--- src/rtl/dot_product_result_collector_pkg.sv ---
`default_nettype none
// ============================================================================
// Module  : dot_product_result_collector_pkg
// Brief   : Shared defaults, FP zero constant and collector state encoding
//           for the dot-product result collector.
// Revision: 1.0
// ============================================================================
package dot_product_result_collector_pkg;

  localparam int ELEMENT_WIDTH_DEF = 32;
  localparam int NO_OF_UNITS_DEF   = 16;

  // IEEE-754 single +0.0, used to fill unwritten lanes of a partial word
  localparam logic [31:0] FP_ZERO = 32'h0000_0000;

  typedef enum logic [1:0] {
    IDLE    = 2'd0,
    COLLECT = 2'd1,
    DRAIN   = 2'd2,
    DONE    = 2'd3
  } collector_state_e;

endpackage
`default_nettype wire

--- src/rtl/dot_product_result_collector_result_word_fifo.sv ---
`default_nettype none
// ============================================================================
// Module  : result_word_fifo
// Brief   : Synchronous FIFO for packed result words (word + last flag).
//           Push into a full FIFO is accepted only when a pop happens in the
//           same cycle; pop of an empty FIFO is ignored.
// Revision: 1.0
// ============================================================================
module result_word_fifo #(
  parameter int WIDTH = 513,
  parameter int DEPTH = 4
) (
  input  logic             clk,
  input  logic             rst_n,
  input  logic             clear,
  input  logic             push,
  input  logic [WIDTH-1:0] push_data,
  input  logic             pop,
  output logic [WIDTH-1:0] head_data,
  output logic             full,
  output logic             empty
);

  localparam int PTR_W = $clog2(DEPTH);
  localparam int CNT_W = $clog2(DEPTH + 1);
  localparam logic [CNT_W-1:0] FULL_COUNT = CNT_W'(DEPTH);

  logic [WIDTH-1:0] mem_q [DEPTH];
  logic [WIDTH-1:0] mem_d [DEPTH];
  logic [PTR_W-1:0] wr_ptr_q, wr_ptr_d;
  logic [PTR_W-1:0] rd_ptr_q, rd_ptr_d;
  logic [CNT_W-1:0] count_q, count_d;
  logic             do_push;
  logic             do_pop;

  assign empty     = (count_q == '0);
  assign full      = (count_q == FULL_COUNT);
  assign head_data = mem_q[rd_ptr_q];

  // Next-state for storage, pointers and occupancy; DEPTH is a power of two
  // so pointers wrap by natural overflow.
  always_comb begin
    do_pop   = pop && !empty;
    do_push  = push && (!full || do_pop);
    mem_d    = mem_q;
    wr_ptr_d = wr_ptr_q;
    rd_ptr_d = rd_ptr_q;
    count_d  = count_q;
    if (clear) begin
      wr_ptr_d = '0;
      rd_ptr_d = '0;
      count_d  = '0;
    end else begin
      if (do_push) begin
        mem_d[wr_ptr_q] = push_data;
        wr_ptr_d        = wr_ptr_q + PTR_W'(1);
      end
      if (do_pop) begin
        rd_ptr_d = rd_ptr_q + PTR_W'(1);
      end
      case ({do_push, do_pop})
        2'b10:   count_d = count_q + CNT_W'(1);
        2'b01:   count_d = count_q - CNT_W'(1);
        default: count_d = count_q;
      endcase
    end
  end

  // Pointer and occupancy registers; reset empties the FIFO.
  always_ff @(posedge clk or negedge rst_n) begin
    if (!rst_n) begin
      wr_ptr_q <= '0;
      rd_ptr_q <= '0;
      count_q  <= '0;
    end else begin
      wr_ptr_q <= wr_ptr_d;
      rd_ptr_q <= rd_ptr_d;
      count_q  <= count_d;
    end
  end

  // Word storage needs no reset: its contents are only visible when non-empty.
  always_ff @(posedge clk) begin
    mem_q <= mem_d;
  end

endmodule
`default_nettype wire

--- src/rtl/dot_product_result_collector.sv ---
`default_nettype none
// ============================================================================
// Module  : dot_product_result_collector
// Brief   : Captures one scalar dot-product result per row, packs them into
//           NO_OF_UNITS-wide words and hands the words downstream through a
//           small FIFO with valid/ready, tagging the run's final word.
// Revision: 1.0
// ============================================================================
module dot_product_result_collector
  import dot_product_result_collector_pkg::*;
#(
  parameter int ELEMENT_WIDTH = ELEMENT_WIDTH_DEF,
  parameter int NO_OF_UNITS   = NO_OF_UNITS_DEF,
  parameter int NO_OF_ROWS    = 64,
  parameter int FIFO_DEPTH    = 4
) (
  input  logic                                 clk,
  input  logic                                 main_reset_n,
  input  logic                                 start,
  input  logic [ELEMENT_WIDTH-1:0]             result_in,
  input  logic                                 result_valid,
  output logic [NO_OF_UNITS*ELEMENT_WIDTH-1:0] out_vector,
  output logic                                 out_valid,
  input  logic                                 out_ready,
  output logic                                 out_last,
  output logic                                 collect_done,
  output logic                                 overflow
);

  localparam int WORD_W = NO_OF_UNITS * ELEMENT_WIDTH;
  localparam int LANE_W = $clog2(NO_OF_UNITS);
  localparam int ROW_W  = $clog2(NO_OF_ROWS + 1);
  localparam logic [LANE_W-1:0] LAST_LANE = LANE_W'(NO_OF_UNITS - 1);
  localparam logic [ROW_W-1:0]  LAST_ROW  = ROW_W'(NO_OF_ROWS - 1);

  collector_state_e state_q, state_d;
  logic [LANE_W-1:0] lane_idx_q, lane_idx_d;
  logic [ROW_W-1:0]  row_idx_q, row_idx_d;
  logic [NO_OF_UNITS-1:0][ELEMENT_WIDTH-1:0] staging_q, staging_d;
  logic [NO_OF_UNITS-1:0][ELEMENT_WIDTH-1:0] word_w;
  logic [NO_OF_UNITS-1:0][ELEMENT_WIDTH-1:0] zero_word;
  logic              overflow_q, overflow_d;

  logic              push_last;
  logic              word_done;
  logic              fifo_push;
  logic              fifo_clear;
  logic              fifo_full;
  logic              fifo_empty;
  logic [WORD_W:0]   fifo_head;

  generate
    for (genvar k = 0; k < NO_OF_UNITS; k++) begin : g_zero_lane
      assign zero_word[k] = ELEMENT_WIDTH'(FP_ZERO);
    end
  endgenerate

  // Next-state, staging and push decisions; start low aborts from any state.
  always_comb begin
    state_d    = state_q;
    lane_idx_d = lane_idx_q;
    row_idx_d  = row_idx_q;
    staging_d  = staging_q;
    overflow_d = overflow_q;
    fifo_push  = 1'b0;
    fifo_clear = 1'b0;
    // The word that would be pushed includes the element strobed this cycle
    word_w             = staging_q;
    word_w[lane_idx_q] = result_in;
    push_last          = (row_idx_q == LAST_ROW);
    word_done          = (lane_idx_q == LAST_LANE) || push_last;

    if (!start) begin
      state_d    = IDLE;
      lane_idx_d = '0;
      row_idx_d  = '0;
      staging_d  = zero_word;
      overflow_d = 1'b0;
      fifo_clear = 1'b1;
    end else begin
      case (state_q)
        IDLE: begin
          state_d = COLLECT;
        end
        COLLECT: begin
          if (result_valid) begin
            row_idx_d = row_idx_q + ROW_W'(1);
            if (word_done) begin
              fifo_push  = 1'b1;
              staging_d  = zero_word;
              lane_idx_d = '0;
              // Full FIFO only makes room if the head leaves this same cycle
              if (fifo_full && !out_ready) begin
                overflow_d = 1'b1;
              end
            end else begin
              staging_d  = word_w;
              lane_idx_d = lane_idx_q + LANE_W'(1);
            end
            if (push_last) begin
              state_d = DRAIN;
            end
          end
        end
        DRAIN: begin
          if (fifo_empty) begin
            state_d = DONE;
          end
        end
        DONE: begin
          state_d = DONE;
        end
        default: begin
          state_d = IDLE;
        end
      endcase
    end
  end

  // State, counters, staging word and sticky overflow registers.
  always_ff @(posedge clk or negedge main_reset_n) begin
    if (!main_reset_n) begin
      state_q    <= IDLE;
      lane_idx_q <= '0;
      row_idx_q  <= '0;
      staging_q  <= '0;
      overflow_q <= 1'b0;
    end else begin
      state_q    <= state_d;
      lane_idx_q <= lane_idx_d;
      row_idx_q  <= row_idx_d;
      staging_q  <= staging_d;
      overflow_q <= overflow_d;
    end
  end

  result_word_fifo #(
    .WIDTH (WORD_W + 1),
    .DEPTH (FIFO_DEPTH)
  ) u_fifo (
    .clk       (clk),
    .rst_n     (main_reset_n),
    .clear     (fifo_clear),
    .push      (fifo_push),
    .push_data ({push_last, word_w}),
    .pop       (out_ready),
    .head_data (fifo_head),
    .full      (fifo_full),
    .empty     (fifo_empty)
  );

  // Head contents are forced to zero while nothing valid is presented
  assign out_valid    = !fifo_empty;
  assign out_vector   = out_valid ? fifo_head[WORD_W-1:0] : '0;
  assign out_last     = out_valid & fifo_head[WORD_W];
  assign collect_done = (state_q == DONE);
  assign overflow     = overflow_q;

endmodule
`default_nettype wire

--- config.mk ---
export PLATFORM = sky130hd
export DESIGN_NAME = dot_product_result_collector
export DESIGN_NICKNAME = d
export VERILOG_FILES = /design/src/rtl/dot_product_result_collector_pkg.sv /design/src/rtl/dot_product_result_collector_result_word_fifo.sv /design/src/rtl/dot_product_result_collector.sv
export SDC_FILE = /design/constraint.sdc
export NUM_CORES = 2
export LEC_CHECK = 0
export BUFFER_PORTS_ARGS = -buffer_cell sky130_fd_sc_hd__buf_2
export CAP_MARGIN = 20
export CORE_UTILIZATION = 40
export DETAILED_ROUTE_END_ITERATION = 12
export GPL_ROUTABILITY_DRIVEN = 0
export PLACE_DENSITY = 0.55
export SLEW_MARGIN = 30
export SYNTH_ARGS = -nofsm -noshare
export SYNTH_HDL_FRONTEND = slang
export SYNTH_SLANG_ARGS = --single-unit
--- constraint.sdc ---
create_clock -name clk -period 19.9 [get_ports clk]
set_input_delay 1.99 -clock clk [delete_from_list [all_inputs] [get_ports clk]]
set_output_delay 1.99 -clock clk [all_outputs]
set_load 0.01 [all_outputs]
==> flow_metrics.env <==
export IMPL_synth_nets=6218
export IMPL_fin_nets=6771
export IMPL_die_w_um=513
export IMPL_synth_seq_cells=2585
export IMPL_post_cts_resized=0
export IMPL_worst_pin_slew_ns=1.14
export IMPL_synthCells=6171
export IMPL_place_ws_ns=12.49
export IMPL_p_sw_share_pct=21.2
export IMPL_switchingPower_mw=2.46
export IMPL_cts_buffers=292
export IMPL_min_from="staging_q[499]"
export IMPL_route_detailed_drc=0
export IMPL_yosysSeqAreaShare_pct=71.7
export IMPL_p_int_mw=9.16
export IMPL_clockRootBuffer="clkbuf_16"
export IMPL_antenna_found_initial=60
export IMPL_fill_cells=22200
export IMPL_grt_usage_pct=22.1
export IMPL_grtUsageMet1_pct=32.2
export IMPL_finalSetupViolCount=0
export IMPL_die_y_um=513
export IMPL_path_max_fanout=44
export IMPL_worst_ep_required_time_ns=17.91
export IMPL_layout_drive_gt1_share_pct=30.7
export IMPL_register_area_um2=75000
export IMPL_synth_distinct_cells=43
export IMPL_timing_rr_end="u_fifo.mem_q[211]"
export IMPL_crit_family="buffers and inverters"
export IMPL_max_stage_delay_ns=0.76
export IMPL_synth_top_area_cell="edfxtp_1"
export IMPL_rrSetupSlack_ns=14.27
export IMPL_row_count=187
export IMPL_wirelength_um=294000
export IMPL_fmax_mhz=128
export IMPL_finalNonFillerCells=10400
export IMPL_min_period_ns=7.81
export IMPL_timing_hold_ws_ns=0.481
export IMPL_hold_viol=0
export IMPL_finClkSkew_ns=0.0759
export IMPL_start_util_pct=40.3
export IMPL_syn_avg_cell_area_um2=16.9
export IMPL_grt_max_degree=256
export IMPL_p_comb_share_pct=3.9
export IMPL_end_kind="primary output"
export IMPL_setup_ws_ns=12.09
export IMPL_hold_buffers=0
export IMPL_grt_util_met2_pct=35.1
export IMPL_ys_async_sr_fraction_pct=20.6
export IMPL_syn_area_um2=105000
export IMPL_grt_pass1_vias=56500
export IMPL_synthTopCellsByArea="edfxtp_1 59%, dfrtp_1 13%, mux4_2 11%, mux2_2 5.5%, and2_1 3.2%"
export IMPL_slowest_stage="dfrtp_4"
export IMPL_path_cells="buf_12 > buf_4 > buf_4 > buf_6 > buf_4 > mux4_2 > and2_1 > buf_2"
export IMPL_wire_per_inst_um=28.3
export IMPL_post_cts_buffers=0
export IMPL_design_area_um2=121000
export IMPL_finalSetupTns_ns=0
export IMPL_area_growth_pct=15.3
export IMPL_synthMostInstantiatedCell="edfxtp_1"
export IMPL_total_power_mw=11.6
export IMPL_rsz0062_at_grt="no"
export IMPL_powerDensity_nw_per_um2=96.3
export IMPL_hp_class="reg -> reg"
export IMPL_vias=57000
export IMPL_leakagePower_nw=44.2
export IMPL_clock_sinks=2585
export IMPL_synth_common_cells="2052 x edfxtp_1, 870 x nor2_1, 543 x and2_1"
export IMPL_pwr_share_seq_pct=51.2
export IMPL_whs_path_depth=1
export IMPL_cts_max_path_buffers=4
export IMPL_multiInputGateArea_um2=27800
export IMPL_io_pins=553
export IMPL_core_um2=260000
export IMPL_synth_main_ff_cell="edfxtp_1"
export IMPL_grt_ovfl_total=0
export IMPL_insertion_delay_ns=0.96
export IMPL_portBuffers=552
export IMPL_antenna_left=0
export IMPL_post_route_period_util_pct=39.3
export IMPL_clkPwrFrac_pct=44.9
export IMPL_status="complete, no violations"
export IMPL_cap_violations=0
export IMPL_viasPerCell=5.50
export IMPL_slew_headroom_pct=24.0
export IMPL_netlist_area_leader_share_pct=58.9
export IMPL_grt_pass1_wl_um=419000
export IMPL_tritoncts="built"
export IMPL_crit_top_cell="buf_4"
export IMPL_busiest_layer="met2"
export IMPL_clkTransAtPathRegs_ns=0.06
export IMPL_ctsHtreeMaxLevel=5
export IMPL_min_to="staging_q[499]"
export IMPL_postLayoutCoreUtil_pct=46.4
export IMPL_placed_area_um2=111000
export IMPL_yosysWarnings=0
export IMPL_hpwl_um=159000
export IMPL_first_pass_iters=5
export IMPL_placed_cells=9823
export IMPL_ir_worst_vdd_mv=0.0887
export IMPL_r2r_cells=8
export IMPL_use_met3_pct=3.22
export IMPL_first_iter_violations=5911
export IMPL_synth_edf_count=2052
export IMPL_rr_startpoint="lane_idx_q[2]"
export IMPL_cp_arrival_ns=5.82
export IMPL_die_area_um2=263000
export IMPL_worstSetupPathType="reg -> out"
export IMPL_maxSlewViolCount=0
export IMPL_cp_buffers_inverters=6
export IMPL_startpoint_type="register"
-- power groups by stage --
stage	Sequential, mW	Combinational, mW	Clock (mW)
3_5_place_dp	6.06	0.456	0
4_1_cts	5.94	0.457	5.32
6_report	5.95	0.452	5.22
5_1_grt	5.95	0.494	5.52
2_1_floorplan	6.05	0.263	0
3_3_place_gp	6.05	0.440	0
-- state kept, by name (all words and copies together) (netlist names) --
signal and count:
u_fifo.mem_q 2052, staging_q 512, row_idx_q 7, lane_idx_q 4, u_fifo.count_q 3, state_q 2
u_fifo.rd_ptr_q 2, u_fifo.wr_ptr_q 2, overflow 1
-- logic make-up (layout without fill, tap and decap cells) --
logic type / Yosys count / after routing / synth area share [%]
AOI/OAI and AO/OA: 77 / 77 / 0.394
xor gates and xnor gates: 10 / 10 / 0.0910
adders and majority gates: 10 / 10 / 0.127
buffers and inverters: 429 / 1200 / 1.86
DFF: 2585 / 2585 / 71.7
muxes: 1030 / 1030 / 16.6
other: 0 / 30 / 0
and+or+nand+nor: 2030 / 2030 / 9.23
-- metal layers --
metal | routed length, µm | vias to the layer above
met5 | 0 | -
met4 | 4950 | 0
met3 | 20800 | 333
met2 | 140000 | 2131
met1 | 128000 | 30200
li1 | - | 24400
-- cell usage in the layout (no fill, tap or decap), types with 84 or more instances in the layout --
master and instances:
clkbuf_16 299, dfrtp_1 531, edfxtp_1 2052, nand2_1 145, mux2_2 512, and2_1 538, nor3_1 434, nor2_1 870
mux4_2 513, buf_2 549, clkbuf_1 84
-- area by class of cell --
| cell class | instances | share of cell area [%] |
|---|---|---|
| clock buffer | 414 | 6.82 |
| multi-input combinational | 3157 | 23.0 |
| sequential | 2585 | 62.2 |
| tap | 3402 | 3.53 |
| inverter | 5 | 0.0156 |
| clock inverter | 98 | 0.828 |
| timing repair buffer | 683 | 3.56 |
| antenna | 30 | 0.0623 |
-- worst max-delay path by stage --
| stage | slack [ns] | start | endpoint | depth (start not counted) |
|---|---|---|---|---|
| 2_1_floorplan | 4.64 | result_valid | u_fifo.mem_q[0] | 5 |
| 3_3_place_gp | 12.41 | u_fifo.rd_ptr_q[0] | out_vector[258] | 7 |
| 3_5_place_dp | 12.49 | u_fifo.rd_ptr_q[0] | out_vector[258] | 8 |
| 4_1_cts | 11.48 | u_fifo.rd_ptr_q[0] | out_vector[258] | 8 |
| 5_1_grt | 11.49 | u_fifo.rd_ptr_q[0] | out_vector[253] | 8 |
| 6_report | 12.09 | u_fifo.rd_ptr_q[0] | out_vector[258] | 8 |
Power figures use the tool's default switching activity.
